`config.mk`:
```
export PLATFORM = sky130hd
export DESIGN_NAME = des_round_controller
export DESIGN_NICKNAME = d
export VERILOG_FILES = /design/src/rtl/des_round_controller.sv
export SDC_FILE = /design/constraint.sdc
export NUM_CORES = 1
export LEC_CHECK = 0
export ABC_AREA = 1
export CAP_MARGIN = 20
export CELL_PAD_IN_SITES_DETAIL_PLACEMENT = 0
export CELL_PAD_IN_SITES_GLOBAL_PLACEMENT = 1
export CORE_AREA = 2 2 53 55
export CTS_CLUSTER_DIAMETER = 60
export DETAILED_ROUTE_END_ITERATION = 6
export DIE_AREA = 0 0 55 57
export PLACE_DENSITY = 0.77
export SYNTH_ARGS = -nofsm -noshare
export SYNTH_HDL_FRONTEND = slang
export SYNTH_SLANG_ARGS = --single-unit
```
`constraint.sdc`:
```
create_clock -name clk -period 2.7 [get_ports clk]
set_clock_uncertainty 0.05 [all_clocks]
set_input_delay 0.54 -clock clk [delete_from_list [all_inputs] [get_ports clk]]
set_output_delay 0.54 -clock clk [all_outputs]
set_load 0.005 [all_outputs]
```
`src/rtl/des_round_controller.sv`:
```
// des_round_controller: control sequencer for an iterative single-round DES
// datapath. Issues load / round / final-permutation strobes, the round index
// and key-schedule rotation controls, and a valid/ready result handshake.
module des_round_controller #(
   parameter int NUM_ROUNDS = 16
) (
   input  logic       clk,
   input  logic       rst,
   input  logic       in_valid_i,
   output logic       in_ready_o,
   input  logic       decrypt_i,
   output logic       load_o,
   output logic       round_en_o,
   output logic [4:0] round_o,
   output logic [1:0] shift_amt_o,
   output logic       shift_right_o,
   output logic       fp_en_o,
   output logic       busy_o,
   output logic       out_valid_o,
   input  logic       out_ready_i
);

   typedef enum logic [2:0] {
      S_IDLE,
      S_LOAD,
      S_ROUND,
      S_FINAL,
      S_DONE
   } state_t;

   localparam logic [4:0] LP_LAST = 5'(NUM_ROUNDS);

   state_t     r_state;
   logic [4:0] r_cnt;
   logic       r_mode;
   logic       w_accept;

   // Key-schedule rotation per round. Decrypt rotates right and skips the
   // first rotation so C/D walk backwards from PC1(key) to the same end point.
   function automatic logic [1:0] f_shift(input logic [4:0] rnd, input logic dec);
      if (dec && rnd == 5'd1)
         return 2'd0;
      else if (rnd == 5'd1 || rnd == 5'd2 || rnd == 5'd9 || rnd == 5'd16)
         return 2'd1;
      else
         return 2'd2;
   endfunction

   // Ready in IDLE, or in DONE the same cycle the consumer drains the result.
   assign in_ready_o = (r_state == S_IDLE) | ((r_state == S_DONE) & out_ready_i);
   assign w_accept   = in_ready_o & in_valid_i;

   // Sequencer FSM; all strobes are registered from the next-state decision.
   always_ff @(posedge clk) begin
      if (rst) begin
         r_state       <= S_IDLE;
         r_cnt         <= 5'd0;
         r_mode        <= 1'b0;
         load_o        <= 1'b0;
         round_en_o    <= 1'b0;
         round_o       <= 5'd0;
         shift_amt_o   <= 2'd0;
         shift_right_o <= 1'b0;
         fp_en_o       <= 1'b0;
         busy_o        <= 1'b0;
         out_valid_o   <= 1'b0;
      end else begin
         load_o      <= 1'b0;
         round_en_o  <= 1'b0;
         round_o     <= 5'd0;
         shift_amt_o <= 2'd0;
         fp_en_o     <= 1'b0;
         case (r_state)
            S_IDLE: begin
               if (w_accept) begin
                  r_mode        <= decrypt_i;
                  shift_right_o <= decrypt_i;
                  load_o        <= 1'b1;
                  busy_o        <= 1'b1;
                  r_state       <= S_LOAD;
               end
            end
            S_LOAD: begin
               r_cnt       <= 5'd1;
               round_en_o  <= 1'b1;
               round_o     <= 5'd1;
               shift_amt_o <= f_shift(5'd1, r_mode);
               r_state     <= S_ROUND;
            end
            S_ROUND: begin
               if (r_cnt == LP_LAST) begin
                  r_cnt   <= 5'd0;
                  fp_en_o <= 1'b1;
                  r_state <= S_FINAL;
               end else begin
                  r_cnt       <= r_cnt + 5'd1;
                  round_en_o  <= 1'b1;
                  round_o     <= r_cnt + 5'd1;
                  shift_amt_o <= f_shift(r_cnt + 5'd1, r_mode);
               end
            end
            S_FINAL: begin
               out_valid_o <= 1'b1;
               r_state     <= S_DONE;
            end
            S_DONE: begin
               if (out_ready_i) begin
                  out_valid_o <= 1'b0;
                  if (in_valid_i) begin
                     // Back-to-back: skip IDLE and start the next block now.
                     r_mode        <= decrypt_i;
                     shift_right_o <= decrypt_i;
                     load_o        <= 1'b1;
                     r_state       <= S_LOAD;
                  end else begin
                     busy_o  <= 1'b0;
                     r_state <= S_IDLE;
                  end
               end
            end
            default: r_state <= S_IDLE;
         endcase
      end
   end

endmodule

```
## Yosys cells after proc, flatten, opt, wreduce, memory -nomap -nowiden

Index checks and enable logic that the tools add are counted.

- Reductions and logical operators: 13
- Add/sub/neg operators: 1
- Equal/unequal tests: 14
- Multiplexer cells: 30
- Bitwise logic cells: 4

Operator list:

| kind | number |
|---|---|
| $pmux 5 s2 | 2 |
| $pmux 3 s5 | 1 |
| $mux 1 | 14 |
| $eq 5x5->1 const B | 2 |
| $ne 2x2->1 const B | 5 |
| $pmux 1 s2 | 5 |
| $mux 3 | 3 |
| $reduce_and 4->1 | 2 |
| $eq 3x2->1 const B | 2 |
| $mux 2 | 3 |
| $reduce_bool 2->1 | 3 |
| $add 5x1->5 const B | 1 |
| $eq 5x1->1 const B | 1 |
| $eq 5x2->1 const B | 1 |
| $eq 5x4->1 const B | 1 |
| $mux 5 | 1 |
| $pmux 2 s2 | 1 |
| $eq 3x1->1 const B | 1 |
| $eq 3x3->1 const B | 1 |
| $logic_not 3->1 | 1 |
| $logic_or 1x1->1 | 3 |
| $reduce_and 3->1 | 1 |
| $and 1x1->1 | 2 |
| $reduce_and 2->1 | 1 |
| 4 further kinds | 4 |

- Logic and storage cells: 72
- Input bits: 5
- Flip-flop bits (word level): 21

## Logic depth before layout (Yosys ltp)

- Word-level depth: 9
- Gate-level depth with buffers: 10
- Gate-level depth less buffers: 10

## Worst setup path after synthesis

OpenSTA, ideal clock, no wires.

- Path kind: flip-flop to flip-flop
- Start: register r_cnt[0]
- End: register shift_amt_o[0]
- Stages on the path, launching flop included: 11
- Path buffers: 0
- Data arrival time: 1.214 ns
- Slack: 1.323 ns
- Clock period less this slack: 1.377 ns
- Library setup time: 0.113 ns
- Required time: 2.537 ns
- Path through: dfxtp_1 > ha_1 > nand3_1 > nand2_1 > nand2_1 > nand2_1 > nor2_1 > nor2_1 > nand2_1 > nand2_1 > nand2_1

- Longest elaborated chain between the ends: 9
- Elaborated cells between the ends (all ways): 14
- Classes of those cells: add/sub (1); eq/ne (5); mux (4); reduce/logical (4)

RTL lines:

| what | RTL line | RTL |
|---|---|---|
| from (decl) | 34 | `logic [4:0] r_cnt;` |
| from (signal assigned) | 96 | `r_cnt <= r_cnt + 5'd1;` |
| $add 5x1->5 | 99 | `shift_amt_o <= f_shift(r_cnt + 5'd1, r_mode);` |
| $eq 5x1->1 / $eq 5x2->1 (equally long branches) | 41, 43 |  |
| $logic_or 1x1->1 (3 in a row) | 43 | `else if (rnd == 5'd1 \|\| rnd == 5'd2 \|\| rnd == 5'd9 \|\| rnd == 5'd16)` |
| $mux 2 | 43 |  |
| $mux 2 | 41 | `if (dec && rnd == 5'd1)` |
| $mux 2 * | 91 | `if (r_cnt == LP_LAST) begin` |
| $pmux 2 s2 * | 73 | `case (r_state)` |
| to (signal assigned) | 87 | `shift_amt_o <= f_shift(5'd1, r_mode);` |
| to (signal assigned) | 99 |  |
| to (decl) | 15 | `output logic [1:0] shift_amt_o,` |

Every way passes the cells marked *; elsewhere a longest branch is shown, timed or not.
A chain may end at the register's enable or synchronous reset.

## Final worst setup path

- Start: input out_ready_i
- End: output in_ready_o

- Longest elaborated chain between the ends: 2

RTL lines:

| what | RTL line | RTL |
|---|---|---|
| from (decl) | 20 | `input logic out_ready_i` |
| $and 1x1->1 | 50 | `assign in_ready_o = (r_state == S_IDLE) \| ((r_state == S_DONE) & out_ready_i);` |
| $or 1x1->1 | 50 |  |
| to (decl) | 10 | `output logic in_ready_o,` |

No other way between the ends.

==> impl_metrics.toml <==
[floorplanning]
initial_core_util = 0.3569
io-pin-count = 19
row_count = 19
core_region_area_sq_um = 2615
chipHeight_um = 57
die_area_sq_um = 3135
die_x_um = 55

[finish]
area_growth_pct = 25.47
layout.nets = 157
seqCellArea_sq_um = 420.4
drive_above_1_share = 0.06164
multi_input_area_sq_um = 432.9
fillers = 285
diodes = 0
design_area_sq_um = 1171

[run]
maxCapViolCount = 0

[worst_setup_path]
cp_max_fo = 3
slowest_delay_ps = 490
cp-start-kind = "primary input"
required_ps = 2110
crit_top_cell = "clkdlybuf4s50_1"
critPathCaptureType = "output port"
reg2reg_depth = 10
critPathKind = "primary input to output port"
worstPathArrival_ps = 1700
cp_slowest_cell = "clkdlybuf4s50_1"
crit_chain = "clkdlybuf4s50_1 > o21ai_0 > inv_1 > clkdlybuf4s50_1"

[clock_tree]
cts_setup_buffers = 0
clk_path_buf_depth = 2
clkLatencyLatePin_ps = 290
clock_sinks = 21
cts_htree_levels = 1
post_cts_resized = 0
cts_tree = "built"
cts_buffers = 3
hold_buffers = 0
cts-root-buf = "clkbuf_4"
clkSlewWorstSetupHoldPaths_ps = 110

[timing]
slew_headroom = 0.7855
fin_ws_ps = 413.9
max_freq_mhz = 437.4
final-setup-viol-count = 0
period_share = 0.8467
tns_ps = 0
rsz0062_at_grt = "no"
tightestPinTransition_ps = 320.7
hold_viol = 0
fin_crit_ps = 2286
slew_violations = 0

[grt]
grt_use_total = 0.1333
grt_pass1_vias = 778
grt_pass1_wl_mm = 3.167
gr-total-overflow = 0
antenna_found_initial = 0
grt_max_degree = 12

[detailed_routing]
antenna_left = 0
wirelength_mm = 1.826
drcViolationCount = 0
via_per_inst = 4.701
firstDrtPassIters = 4
dr_total_vias = 832
drt_iter0_markers = 17
wl_per_cell_um = 10.32

[power_and_ir_drop]
p_leak_nw = 0.5221
power_uw = 749.1
power.density_nw_per_um2 = 639.7
worst_ir_drop_vdd_mv = 0.3355

[logic_synthesis]
syn_inst = 125
seq_area_frac_synth = 0.4504
ys_seq_elements = 21
postSynthAreaPerCell_sq_um = 7.467
synth_fp_nets = 135
async_flop_share = 0
synth_ff_type = "dfxtp_1"
netlist_area_sq_um = 933.4
yosys_warnings = 0
synth_edf_count = 0
synth.top_cell.area_share = 0.4504
yosysTopAreaCell = "dfxtp_1"
synth_cell_types = 18
synth_common_cells = "27 x nand2_1, 21 x dfxtp_1, 18 x inv_1, 18 x nor2_1, 8 x nand3_1"
synth_area_leaders = "dfxtp_1 45%, nand2_1 11%, inv_1 7.2%"
yosysMostFrequentCell = "nand2_1"

[place]
dp_hpwl_mm = 1.464
place_congestion = 0.7591
place_worst_setup_slack_ps = 407.3
dpl_cell_area_sq_um = 1145
portBuffers = 18

[status]
status = "finished, final reports clean"

[worst_hold_path]
hp-class = "register to register"
whs_path_depth = 2
-- layer usage --
layer	global-route usage	vias to the layer above	share of wire
li1	-	446	-
met1	0.1694	369	0.47
met2	0.2194	15	0.48
met3	0.03141	2	0.041
met4	0.04181	0	0.0093
met5	0	-	0
-- worst max-delay path, delay by kind of cell --
| family | cells | cell delay [ps] |
|---|---|---|
| buffers and inverters | 3 | 1060 |
| AO/OA/AOI/OAI | 1 | 90 |
-- final cells by class --
type	instances	share of cell area
multi-input cells	84	0.3697
flip-flops and latches	21	0.3590
repair buffers	18	0.1538
inverters	19	0.06197
well taps	31	0.03312
clock buffers	4	0.02244
-- stage by stage --
stage | util | hold slack, ps | std cells
after floorplan | - | 403.8 | 125
after global placement | 0.4378 | 400.5 | 173
after detailed placement | 0.4378 | 407.6 | 173
after CTS | 0.4478 | 430.8 | 177
after global routing | 0.4478 | 446.5 | 177
final | 0.4478 | 427.1 | 177
-- report_power, final --
part           internal (mW)  switching, mW
registers              0.345         0.0298
logic                  0.106          0.120
clock network         0.0574         0.0915
total                  0.508          0.241
-- state kept, by name (all words and copies together), names as in the netlist, 2 cells and up --
signal and cells:
round_o 5, r_state 3, shift_amt_o 2, r_cnt 5
-- placed cells by master (no fill, tap or decap) --
master / netlist / final
a21boi_2: 1 / 1
a21oi_1: 5 / 5
clkbuf_1: 0 / 1
clkbuf_4: 0 / 3
clkdlybuf4s50_1: 0 / 18
clkinv_2: 1 / 1
dfxtp_1: 21 / 21
ha_1: 5 / 5
inv_1: 18 / 18
nand2_1: 27 / 27
nand2_2: 2 / 2
nand2_4: 1 / 1
nand3_1: 8 / 8
nand4_1: 5 / 5
nor2_1: 18 / 18
nor2_2: 1 / 1
nor4_1: 1 / 1
o21ai_0: 5 / 5
o22ai_1: 4 / 4
o31ai_1: 1 / 1
-- final timing paths --
check	slack [ps]	start	endpoint
setup reg to reg	1110	r_cnt[0]$_SDFFE_PP0P_	shift_amt_o[0]$_SDFF_PP0_
setup / recovery	410	out_ready_i	in_ready_o
hold reg to reg	430	out_valid_o$_SDFFE_PP0P_	out_valid_o$_SDFFE_PP0P_
hold / removal	430	out_valid_o$_SDFFE_PP0P_	out_valid_o$_SDFFE_PP0P_
-- kinds of logic after synthesis --
group	count (synthesis)	synth area share
buffers and inverters	20	0.08578
AO/OA/AOI/OAI	16	0.1005
adder cells (fa/ha/maj)	5	0.06702
AND/OR/NAND/NOR	63	0.2963
flip-flops	21	0.4504
(Power assumes the default switching activity.)
